==> config.mk <==
export PLATFORM = sky130hd
export DESIGN_NAME = divider_seq
export DESIGN_NICKNAME = d
export VERILOG_FILES = /design/src/rtl/divider_seq.sv
export SDC_FILE = /design/constraint.sdc
export NUM_CORES = 1
export LEC_CHECK = 0
export BUFFER_PORTS_ARGS = -buffer_cell sky130_fd_sc_hd__clkbuf_2
export CAP_MARGIN = 20
export CORE_UTILIZATION = 62
export DETAILED_ROUTE_END_ITERATION = 10
export PLACE_DENSITY = 0.95
export SYNTH_ARGS = -nofsm -noshare
export SYNTH_HDL_FRONTEND = slang
export SYNTH_SLANG_ARGS = --single-unit
export TNS_END_PERCENT = 5
==> constraint.sdc <==
create_clock -name CLK -period 5.01 [get_ports CLK]
set_clock_uncertainty 0.1 [all_clocks]
set_input_delay 1.002 -clock CLK [delete_from_list [all_inputs] [get_ports CLK]]
set_output_delay 1.002 -clock CLK [all_outputs]
set_load 0.02 [all_outputs]
==> src/rtl/divider_seq.sv <==
// Sequential restoring divider: one quotient bit per clock, start/busy/done handshake.
// Optional macro DIVIDER_SIGNED_EN selects two's-complement operands (sign fix-up at output load).
`timescale 1ns/1ps
module divider_seq #(
  parameter int unsigned bw = 16
) (
  input  logic          CLK,
  input  logic          RESETn,
  input  logic          start,
  input  logic [bw-1:0] A,
  input  logic [bw-1:0] B,
  output logic          busy,
  output logic          done,
  output logic [bw-1:0] quotient,
  output logic [bw-1:0] remainder,
  output logic          div_by_zero
);

  localparam int unsigned CW = (bw > 1) ? $clog2(bw) : 1;

  typedef enum logic [1:0] {
    S_IDLE = 2'd0,
    S_CALC = 2'd1,
    S_DONE = 2'd2
  } state_t;

  state_t        state_q, state_d;
  logic [CW-1:0] cnt_q, cnt_d;
  logic [bw-1:0] r_q, r_d;
  logic [bw-1:0] q_q, q_d;
  logic [bw-1:0] b_q, b_d;
  logic          busy_q, busy_d;
  logic          done_q, done_d;
  logic [bw-1:0] quot_q, quot_d;
  logic [bw-1:0] rem_q, rem_d;
  logic          dbz_q, dbz_d;

  logic [bw:0]   r_shift;
  logic          trial_ge;
  logic [bw-1:0] r_next;
  logic [bw-1:0] q_next;
  logic [bw-1:0] a_mag;
  logic [bw-1:0] b_mag;
  logic [bw-1:0] quot_fix;
  logic [bw-1:0] rem_fix;

  // One restoring step: shift {R,Q}, trial-subtract B, keep or restore.
  assign r_shift  = {r_q, q_q[bw-1]};
  assign trial_ge = (r_shift >= {1'b0, b_q});
  assign r_next   = trial_ge ? (r_shift[bw-1:0] - b_q) : r_shift[bw-1:0];
  assign q_next   = {q_q[bw-2:0], trial_ge};

`ifdef DIVIDER_SIGNED_EN
  logic neg_q_q, neg_q_d;
  logic neg_r_q, neg_r_d;

  // Divide magnitudes; quotient negative when signs differ, remainder follows dividend.
  assign a_mag    = A[bw-1] ? (~A + bw'(1)) : A;
  assign b_mag    = B[bw-1] ? (~B + bw'(1)) : B;
  assign quot_fix = neg_q_q ? (~q_next + bw'(1)) : q_next;
  assign rem_fix  = neg_r_q ? (~r_next + bw'(1)) : r_next;

  always_ff @(posedge CLK or negedge RESETn) begin
    if (!RESETn) begin
      neg_q_q <= 1'b0;
      neg_r_q <= 1'b0;
    end else begin
      neg_q_q <= neg_q_d;
      neg_r_q <= neg_r_d;
    end
  end

  always_comb begin
    neg_q_d = neg_q_q;
    neg_r_d = neg_r_q;
    if ((state_q != S_CALC) && start) begin
      neg_q_d = A[bw-1] ^ B[bw-1];
      neg_r_d = A[bw-1];
    end
  end
`else
  assign a_mag    = A;
  assign b_mag    = B;
  assign quot_fix = q_next;
  assign rem_fix  = r_next;
`endif

  always_ff @(posedge CLK or negedge RESETn) begin
    if (!RESETn) begin
      state_q <= S_IDLE;
      cnt_q   <= '0;
      r_q     <= '0;
      q_q     <= '0;
      b_q     <= '0;
      busy_q  <= 1'b0;
      done_q  <= 1'b0;
      quot_q  <= '0;
      rem_q   <= '0;
      dbz_q   <= 1'b0;
    end else begin
      state_q <= state_d;
      cnt_q   <= cnt_d;
      r_q     <= r_d;
      q_q     <= q_d;
      b_q     <= b_d;
      busy_q  <= busy_d;
      done_q  <= done_d;
      quot_q  <= quot_d;
      rem_q   <= rem_d;
      dbz_q   <= dbz_d;
    end
  end

  // Next-state and output-register logic.
  always_comb begin
    state_d = state_q;
    cnt_d   = cnt_q;
    r_d     = r_q;
    q_d     = q_q;
    b_d     = b_q;
    busy_d  = busy_q;
    done_d  = 1'b0;
    quot_d  = quot_q;
    rem_d   = rem_q;
    dbz_d   = dbz_q;
    case (state_q)
      S_IDLE, S_DONE: begin
        done_d  = (state_q == S_DONE);
        state_d = S_IDLE;
        if (start) begin
          dbz_d = 1'b0;
          if (B == '0) begin
            state_d = S_DONE;
            busy_d  = 1'b0;
            quot_d  = '1;
            rem_d   = A;
            dbz_d   = 1'b1;
          end else begin
            state_d = S_CALC;
            busy_d  = 1'b1;
            cnt_d   = CW'(bw - 1);
            r_d     = '0;
            q_d     = a_mag;
            b_d     = b_mag;
          end
        end
      end
      S_CALC: begin
        r_d   = r_next;
        q_d   = q_next;
        cnt_d = cnt_q - CW'(1);
        if (cnt_q == '0) begin
          state_d = S_DONE;
          busy_d  = 1'b0;
          quot_d  = quot_fix;
          rem_d   = rem_fix;
        end
      end
      default: begin
        state_d = S_IDLE;
        busy_d  = 1'b0;
      end
    endcase
  end

  assign busy        = busy_q;
  assign done        = done_q;
  assign quotient    = quot_q;
  assign remainder   = rem_q;
  assign div_by_zero = dbz_q;

endmodule

==> impl_metrics.ini <==
[outcome]
outcome = finished, final reports clean

[sta]
fin_crit_sh_pct = 67.1
slew_viol_final = 0
fin_setup_tns_ns = 0
setup_viol = 0
worst_slew_pin_slew_ns = 0.824
clock.fmax_mhz = 298
period_needed_ns = 3.36
slew_headroom_pct = 44.2
report.final.hold_viol_count = 0
rsz0062_at_grt = false

[placed_design]
dp_hpwl_mm = 8.63
port_buffers = 69
place_congestion = 0.946

[clock_tree]
clock_path_buffers = 2
htreeDepth = 3
cts-root-buf = clkbuf_8
clkTransAtPathRegs_ns = 0.10
cts_sinks = 89
ctsResizeCount = 0
clk_latency_ns = 0.38
cts_buffers = 9
post_cts_buffers = 0
cts_tree = done
cts_hold_buf = 0

[synth]
synth_area_sq_um = 4670
synth_seq_cells = 89
ys_warn_count = 0
synth_enable_flop_cells = 0
ys_seq_area_share_pct = 47.7
synth-main-ff-cell = dfrtp_1
syn_nets = 561
synthDistinctLibCells = 54
synth.avg_cell_area_sq_um = 9.20
synth-async-reset-ratio_pct = 100
synth_cells = 508

[critical_path]
crit_buf_inv = 0
reg2reg_from = r_q[8]
ff2ff_path_depth = 7
end_kind = flop
cp-start-kind = flop
crit_required_ns = 5.13
critPathMaxFanout = 22
crit_type = reg -> reg
cpPeakStageDelay_ns = 0.76
cp_cell_sequence = ha_1, nand4_1, nor3_2, o311ai_1, a31oi_4, mux2i_1, o22ai_1
cp_top_family = compound AO/OA/AOI/OAI gates
reg2reg_setup_slack_ns = 1.65
critPathArrivalTime_ns = 3.48
r2r_end = r_q[14]
slowest_stage = a31oi_4

[global_route]
grt_use_total_pct = 32.4
antenna_found_initial = 0
grt_pass1_vias = 3865
grt_pass1_wl_mm = 19.0
grt_start_max_net_pins = 73
overflow = 0

[routing]
dr.pass1.iters = 6
post-route-drc-count = 0
wl_per_cell_um = 18.4
drt-initial-drc-count = 590
ant_nets = 0
viasPerCell = 6.49
vias = 4336
wirelength_mm = 12.3

[die]
die_h_um = 88.8
pin_count = 70
fp.dieW_um = 88.8
start_util_pct = 64.4
core-area_sq_um = 7250
die_area_sq_um = 7890
rows = 31

[worst_hold_path]
holdPathStages = 1
hold_path_class = reg -> reg
holdPathEnd = quotient[4]
hp-start = quotient[4]

[cells_and_area]
antennaDiodeCount = 0
layout.nets = 617
nFillCells = 484
drive_gt1_share_pct = 18.5
area_growth_pct = 13.1

[flow_run]
max_cap_violations = 0
[kinds of logic after synthesis]
family                   after synthesis  share of synthesized area [%]
buffers and inverters                 54                           4.61
adder cells (fa/ha/maj)               18                           4.98
XOR/XNOR                              12                           2.25
AND/OR/NAND/NOR                      166                           15.7
AO/OA/AOI/OAI                        155                           21.8
multiplexers                          14                           3.03
flip-flops                            89                           47.7
[worst max-delay path by stage]
stage               slack (ns)             to     from  cells after the start
floorplan                 2.38        r_q[14]  q_q[15]                     11
global placement          1.77  remainder[13]    B[10]                      8
finish                    1.65        r_q[14]   r_q[8]                      7
detailed placement        1.61  remainder[13]     B[1]                      8
CTS                       1.78        r_q[14]   r_q[8]                      7
global route              1.52        r_q[14]   r_q[8]                      7
[through the flow]
| step | hold slack [ns] | setup slack [ns] | util [%] | cell area, sq um | std cells |
|---|---|---|---|---|---|
| floorplan | 0.346 | 2.38 | - | 4670 | 508 |
| global placement | 0.371 | 1.77 | 69.9 | 5070 | 651 |
| detailed placement | 0.376 | 1.61 | 69.9 | 5070 | 651 |
| CTS | 0.399 | 1.78 | 72.5 | 5260 | 667 |
| global route | 0.416 | 1.52 | 72.9 | 5290 | 668 |
| finish | 0.396 | 1.65 | 72.9 | 5290 | 668 |
[registers in the layout, summed over array words and instances (netlist names)]
| register | cells |
|---|---|
| quotient | 16 |
| r_q | 16 |
| div_by_zero | 1 |
| q_q | 16 |
| remainder | 16 |
| done | 1 |
| cnt_q | 4 |
| b_q | 16 |
| state_q | 2 |
| busy | 1 |
[Yosys cell counts (all sizes together), types with 7 or more instances]
cell type | count | area share [%]
dfrtp | 89 | 48
a31oi | 21 | 3.1
inv | 23 | 1.8
o21ai | 47 | 5.0
xnor2 | 7 | 1.3
nor3 | 8 | 0.96
nor2 | 41 | 3.3
o22a | 18 | 3.4
a21oi | 26 | 2.8
buf | 7 | 0.83
clkbuf | 24 | 1.9
a21o | 9 | 1.4
nand3 | 12 | 1.3
mux2i | 13 | 2.8
o22ai | 12 | 1.6
ha | 17 | 4.6
nand2 | 79 | 6.3
[cell usage in the layout (no fill, tap or decap), types with 2 or more instances in the layout]
master,synthesis,final
a2111oi_0,2,2
a21oi_1,26,26
clkbuf_8,0,10
a21o_1,9,9
nand3_1,12,12
inv_1,23,23
nor2b_1,5,4
nand4_1,2,2
o21ai_0,33,33
nor4_1,6,6
nand2b_1,4,3
mux2i_1,13,13
a211oi_1,4,4
nand2_1,79,79
o22a_1,18,18
inv_6,0,2
o31ai_1,2,2
o21ai_1,14,14
xor2_1,5,5
xnor2_1,7,7
o21a_1,2,2
ha_1,17,17
nor2_1,41,41
clkbuf_2,0,68
a31oi_1,20,20
buf_4,0,7
dfrtp_1,89,89
o22ai_1,12,12
nor3_1,7,7
[per-layer routing]
layer / part of all wire, % / GRT usage (%)
met2: 47 / 51.3
met4: 5.2 / 17.0
met5: 0 / 0
met1: 39 / 41.5
met3: 9.2 / 7.65
[cell type report]
cell class              count  area [sq um]  share of cell area, %
flip-flops and latches     89          2230                   42.1
inverters                  23          86.3                   1.63
clock inverters             6          50.0                  0.947
multi-input cells         365          2240                   42.4
well taps                  99           124                   2.34
repair buffers             76           420                   7.95
clock buffers              10           138                   2.60
Power is not shown: default switching activity piles up to over one toggle a cycle in this logic, so the estimate is an artifact.
